$ cat src/rtl/dsram_like_responder_pkg.sv
// Shared types and constants for the sram-like data interface responder and its requesters.
package dsram_like_responder_pkg;

  typedef enum logic [1:0] {
    SIZE_BYTE = 2'd0,
    SIZE_HALF = 2'd1,
    SIZE_WORD = 2'd2
  } dsram_size_e;

  typedef struct packed {
    logic        wr;
    dsram_size_e size;
    logic [3:0]  wstrb;
    logic [31:0] addr;
    logic [31:0] wdata;
  } dsram_req_t;

  localparam int LATENCY_MIN = 1;
  localparam int LATENCY_MAX = 8;
  localparam int DEPTH_MIN   = 1;
  localparam int DEPTH_MAX   = 8;

  // A single-entry buffer still needs a one-bit pointer.
  function automatic int ptr_width(input int depth);
    return (depth > 1) ? $clog2(depth) : 1;
  endfunction

endpackage

$ cat src/rtl/dsram_like_responder_resp_fifo.sv
// Circular response buffer: filled the cycle after the SRAM access, drained in order on data_ok.
module dsram_like_responder_resp_fifo
  import dsram_like_responder_pkg::*;
#(
  parameter int DEPTH = 4
) (
  input  logic        clk,
  input  logic        reset,
  input  logic        push,
  input  logic [31:0] push_data,
  input  logic        pop,
  output logic [31:0] pop_data
);

  localparam int PTR_W = ptr_width(DEPTH);

  logic [31:0]      entry [DEPTH];
  logic [PTR_W-1:0] wptr;
  logic [PTR_W-1:0] rptr;

  function automatic logic [PTR_W-1:0] ptr_inc(input logic [PTR_W-1:0] p);
    return (p == PTR_W'(DEPTH - 1)) ? '0 : p + 1'b1;
  endfunction

  always_ff @(posedge clk) begin
    if (reset) begin
      wptr <= '0;
      rptr <= '0;
    end else begin
      if (push) wptr <= ptr_inc(wptr);
      if (pop)  rptr <= ptr_inc(rptr);
    end
  end

  always_ff @(posedge clk) begin
    if (push && !reset) entry[wptr] <= push_data;
  end

  assign pop_data = entry[rptr];

endmodule

$ cat src/rtl/dsram_like_responder.sv
// Responder end of the sram-like data interface: issues accepted requests to a synchronous
// word SRAM and answers them in order after a fixed latency.
module dsram_like_responder
  import dsram_like_responder_pkg::*;
#(
  parameter int ADDR_W  = 16,
  parameter int LATENCY = 2,
  parameter int DEPTH   = 4
) (
  input  logic              clk,
  input  logic              reset,
  input  logic              data_req,
  input  logic              data_wr,
  input  logic [1:0]        data_size,
  input  logic [3:0]        data_wstrb,
  input  logic [31:0]       data_addr,
  input  logic [31:0]       data_wdata,
  output logic              data_addr_ok,
  output logic              data_data_ok,
  output logic [31:0]       data_rdata,
  output logic              mem_en,
  output logic [3:0]        mem_we,
  output logic [ADDR_W-1:0] mem_addr,
  output logic [31:0]       mem_wdata,
  input  logic [31:0]       mem_rdata
);

  localparam int CNT_W = $clog2(DEPTH) + 1;

  dsram_req_t         req;
  logic               accept;
  logic [CNT_W-1:0]   outstanding;
  logic [LATENCY-1:0] vld_p;
  logic [31:0]        rsp_data;
  logic [31:0]        rdata_hold;
  logic               unused_req_bits;

  assign req = '{
    wr:    data_wr,
    size:  dsram_size_e'(data_size),
    wstrb: data_wstrb,
    addr:  data_addr,
    wdata: data_wdata
  };

  // Size and the byte offset are not interpreted: alignment belongs to the requester.
  assign unused_req_bits = ^{req.size, req.addr};

  // Stage T: handshake and SRAM issue happen in the same cycle.
  assign accept       = data_req && !reset && (outstanding < CNT_W'(DEPTH));
  assign data_addr_ok = accept;
  assign mem_en       = accept;
  assign mem_we       = (accept && req.wr) ? req.wstrb : 4'h0;
  assign mem_addr     = req.addr[ADDR_W+1:2];
  assign mem_wdata    = req.wdata;

  always_ff @(posedge clk) begin
    if (reset) begin
      outstanding <= '0;
    end else begin
      case ({accept, data_data_ok})
        2'b10:   outstanding <= outstanding + 1'b1;
        2'b01:   outstanding <= outstanding - 1'b1;
        default: outstanding <= outstanding;
      endcase
    end
  end

  // Stages T+1..T+LATENCY: token shift register, the last stage is the response strobe.
  always_ff @(posedge clk) begin
    if (reset) begin
      vld_p <= '0;
    end else begin
      vld_p[0] <= accept;
      for (int i = 1; i < LATENCY; i++) vld_p[i] <= vld_p[i-1];
    end
  end

  assign data_data_ok = vld_p[LATENCY-1];

  generate
    if (LATENCY == 1) begin : g_bypass
      assign rsp_data = mem_rdata;
    end else begin : g_buf
      logic rd_p1;

      always_ff @(posedge clk) begin
        rd_p1 <= accept && !req.wr;
      end

      // Writes occupy a slot too so that responses stay aligned with tokens.
      dsram_like_responder_resp_fifo #(
        .DEPTH(DEPTH)
      ) u_resp_fifo (
        .clk      (clk),
        .reset    (reset),
        .push     (vld_p[0]),
        .push_data(rd_p1 ? mem_rdata : 32'h0),
        .pop      (data_data_ok),
        .pop_data (rsp_data)
      );
    end
  endgenerate

  always_ff @(posedge clk) begin
    if (reset) begin
      rdata_hold <= '0;
    end else if (data_data_ok) begin
      rdata_hold <= rsp_data;
    end
  end

  assign data_rdata = data_data_ok ? rsp_data : rdata_hold;

endmodule

$ cat config.mk
export PLATFORM = sky130hd
export DESIGN_NAME = dsram_like_responder
export DESIGN_NICKNAME = d
export VERILOG_FILES = /design/src/rtl/dsram_like_responder_pkg.sv /design/src/rtl/dsram_like_responder_resp_fifo.sv /design/src/rtl/dsram_like_responder.sv
export SDC_FILE = /design/constraint.sdc
export NUM_CORES = 1
export LEC_CHECK = 0
export ABC_AREA = 1
export ABC_CLOCK_PERIOD_IN_PS = 8400
export BUFFER_PORTS_ARGS = -buffer_cell sky130_fd_sc_hd__buf_2
export CAP_MARGIN = 20
export CELL_PAD_IN_SITES_DETAIL_PLACEMENT = 0
export CELL_PAD_IN_SITES_GLOBAL_PLACEMENT = 1
export CORE_ASPECT_RATIO = 0.6
export CORE_MARGIN = 2
export CORE_UTILIZATION = 43
export DETAILED_ROUTE_END_ITERATION = 10
export PLACE_DENSITY_LB_ADDON = 0.1
export SYNTH_ARGS = -nofsm -noshare
export SYNTH_HDL_FRONTEND = slang
export SYNTH_SLANG_ARGS = --single-unit
$ cat constraint.sdc
create_clock -name clk -period 8.4 [get_ports clk]
set_input_delay 1.68 -clock clk [delete_from_list [all_inputs] [get_ports clk]]
set_output_delay 1.68 -clock clk [all_outputs]
set_load 0.03 [all_outputs]
==> flow_summary_export.csv <==
group,metric,value,unit
flow_run,drv_cap,0,
synthesis,synth-edff-count,128,
cts,htreeDepth,4,
cts,clockBufferDepth,2,
synthesis,synthCells,862,
detailed_routing,first_pass_iters,4,
detailed_routing,wl_per_cell,14.0,um
synthesis,yosys_warnings,0,
worst_setup_path,cp_num_buf_inv,4,
worst_setup_path,r2r_slack,5950,ps
detailed_routing,wl,15900,um
worst_setup_path,cp.arrival,3130,ps
cts,cts_buffers,17,
cells_and_area,area_growth,9.44,%
detailed_routing,remaining_drc_errors,0,
worst_setup_path,required,6720,ps
worst_setup_path,critPathKind,"in -> out",
floorplan,die_h,109,um
worst_setup_path,worstReg2RegEnd,"rdata_hold[14]",
synthesis,synth-main-ff-cell,"edfxtp_1",
detailed_routing,vias_per_cell,4.43,
worst_setup_path,crit_end,"mem_we[1]",
detailed_routing,ant_nets,0,
sta,hold_viol,0,
detailed_routing,drt_iter0_drc,219,
floorplan,fp-row-count,38,
floorplan,start_util,43.9,%
cts,path_clk_slew,60,ps
worst_setup_path,crit_path_top_delay_cell,"buf_2",
cells_and_area,fillers,1676,
sta,clock.fmax,208,MHz
cts,cts.sinks,172,
cts,root_buffer,"clkbuf_16",
synthesis,ys_seq_area_share,59.7,%
synthesis,synth_async_sr_flop_share,0,%
synthesis,syn-num-nets,975,
cts,clk_latency,420,ps
synthesis,synth_top_area_share,48.6,%
outcome,status,"finished clean",
sta,grt_setup_unrepaired,"false",
sta,tightest_slew,887,ps
cells_and_area,drive_gt1_share,16.4,%
synthesis,synthesis.area,7910,um^2
sta,slew_headroom,40.9,%
detailed_routing,num_vias,5039,
cells_and_area,n_antenna_cell,0,
synthesis,synth_area_leaders,"edfxtp_1, dfxtp_1, inv_1",
sta,setup_viol,0,
place,hpwlAfterDp,8830,um
global_route,grt_pass1_vias,4910,
sta,whs,474,ps
sta,finalCritPeriodShare,57.2,%
synthesis,postSynthAreaPerCell,9.18,um^2
hold_path,hold_class,"reg -> reg",
cts,post_cts_buffers,0,
sta,fin_skew,7.16,ps
sta,maxSlewViolCount,0,
floorplan,die_w,179,um
worst_setup_path,crit_path_start_kind,"primary input",
global_route,antenna_found_initial,0,
worst_setup_path,cp_common_cell,"buf_2",
global_route,overflow,0,
global_route,grt_max_degree,65,
place,place.gp.congestion,0.647,
floorplan,coreArea,18000,um^2
worst_setup_path,ff2ff_path_depth,5,
place,port-buffer-count,78,
worst_setup_path,cp-end-kind,"primary output",
floorplan,ios,193,
synthesis,synth-seq-cells,172,
cts,cts_resized,0,
sta,min_period,4810,ps
global_route,grt.total_usage,17.5,%
worst_setup_path,critPathMaxFanout,36,
cts,postCtsHoldBufs,0,
cells_and_area,final_nets,997,
cts,cts_tree,"built",
power_and_ir_drop,vdd_ir_drop_max,0.135,mV
synthesis,synthTopCellsByCount,"inv_1, nand2_1, edfxtp_1",
synthesis,yosysUniqueCellTypes,22,
synthesis,synth.most_common_cell,"inv_1",
sta,finalSetupTns,0,ps
synthesis,synth_area_leader_cell,"edfxtp_1",
power_and_ir_drop,leakage,0.00440,uW
worst_setup_path,crit_family,"buffers and inverters",
global_route,grt_pass1_wl,25300,um
worst_setup_path,slowest_delay,670,ps
worst_setup_path,path_cells,"buf_2, inv_2, nand3_2, inv_1, nand2_1, nor2_1, buf_2",
power_and_ir_drop,power.density_cell_area,214,nW/um^2
worst_setup_path,crit_path_start,"reset",
worst_setup_path,path_depth,7,
floorplan,floorplan.die_area,19500,um^2
==> metal layers <==
metal	wire length (um)	GRT usage, %
met1	7580	22.8
met2	7290	28.2
met3	860	4.39
met4	178	7.14
met5	0	0
==> logic make-up (layout without fill, tap and decap cells) <==
kind of cell,count (synthesis),count (layout),share of synthesized area [%]
adder cells (fa/ha/maj),7,7,1.20
flip-flops,172,172,59.7
AND/OR/NAND/NOR,374,374,20.4
buffers and inverters,298,333,17.9
AO/OA/AOI/OAI,11,11,0.728
==> cells in the final DEF (no fill, tap or decap) <==
master and n:
a211oi_1 1, a21oi_1 6, buf_2 78, buf_4 8, bufinv_16 2, clkbuf_1 4
clkbuf_16 17, clkbuf_8 3, clkinv_1 1, clkinv_2 5, clkinvlp_4 1, dfxtp_1 41
dfxtp_2 3, edfxtp_1 128, fa_1 1, ha_1 6, inv_1 212, inv_2 2
nand2_1 196, nand3_1 96, nand3_2 1, nor2_1 43, nor2_4 4, nor3_1 1
o21ai_0 4, or2_1 10, or2_2 23
==> registers in the layout, summed over array words and instances (netlist names), named ones only <==
signal and cells:
vld_p 2, outstanding 3, g_buf.u_resp_fifo.rptr 2, g_buf.rd_p1 1, rdata_hold 32, g_buf.u_resp_fifo.wptr 2
g_buf.u_resp_fifo.entry 128
==> layout make-up <==
class	count	area, um^2	area share (%)
multi-input combinational	392	1800	20.8
inverter	215	808	9.34
timing repair buffer	86	450	5.20
clock buffer	24	482	5.56
sequential	172	4730	54.6
clock inverter	8	91.3	1.06
tap	240	300	3.47
==> metrics by stage <==
step	instances	area [um^2]	util, %	power (uW)	setup slack [ps]
detailed placement	1105	8080	44.9	1120	3550
global route	1137	8660	48.0	1930	3440
floorplan	862	7910	-	1110	3890
finish	1137	8660	48.0	1850	3590
global placement	1105	8080	44.9	1110	3600
CTS	1137	8660	48.0	1880	3550
==> power by group <==
part	internal (uW)	switching [uW]	total, uW	leakage [uW]
clock network	458	301	759	0.000281
logic	49.5	107	156	0.00257
registers	928	10.5	939	0.00155
total	1440	418	1850	0.00440
==> worst min path at each step <==
stage / from / end / cells past startpoint / slack [ps]
after global routing: vld_p[0] / g_buf.u_resp_fifo.wptr[0] / 1 / 500
after detailed placement: vld_p[0] / g_buf.u_resp_fifo.wptr[0] / 1 / 460
after floorplan: vld_p[0] / g_buf.u_resp_fifo.wptr[0] / 1 / 440
after CTS: vld_p[0] / g_buf.u_resp_fifo.wptr[0] / 1 / 470
after global placement: vld_p[0] / g_buf.u_resp_fifo.wptr[0] / 1 / 480
final: vld_p[0] / g_buf.u_resp_fifo.wptr[0] / 1 / 470
No activity file was read; power rests on OpenSTA's default activity.
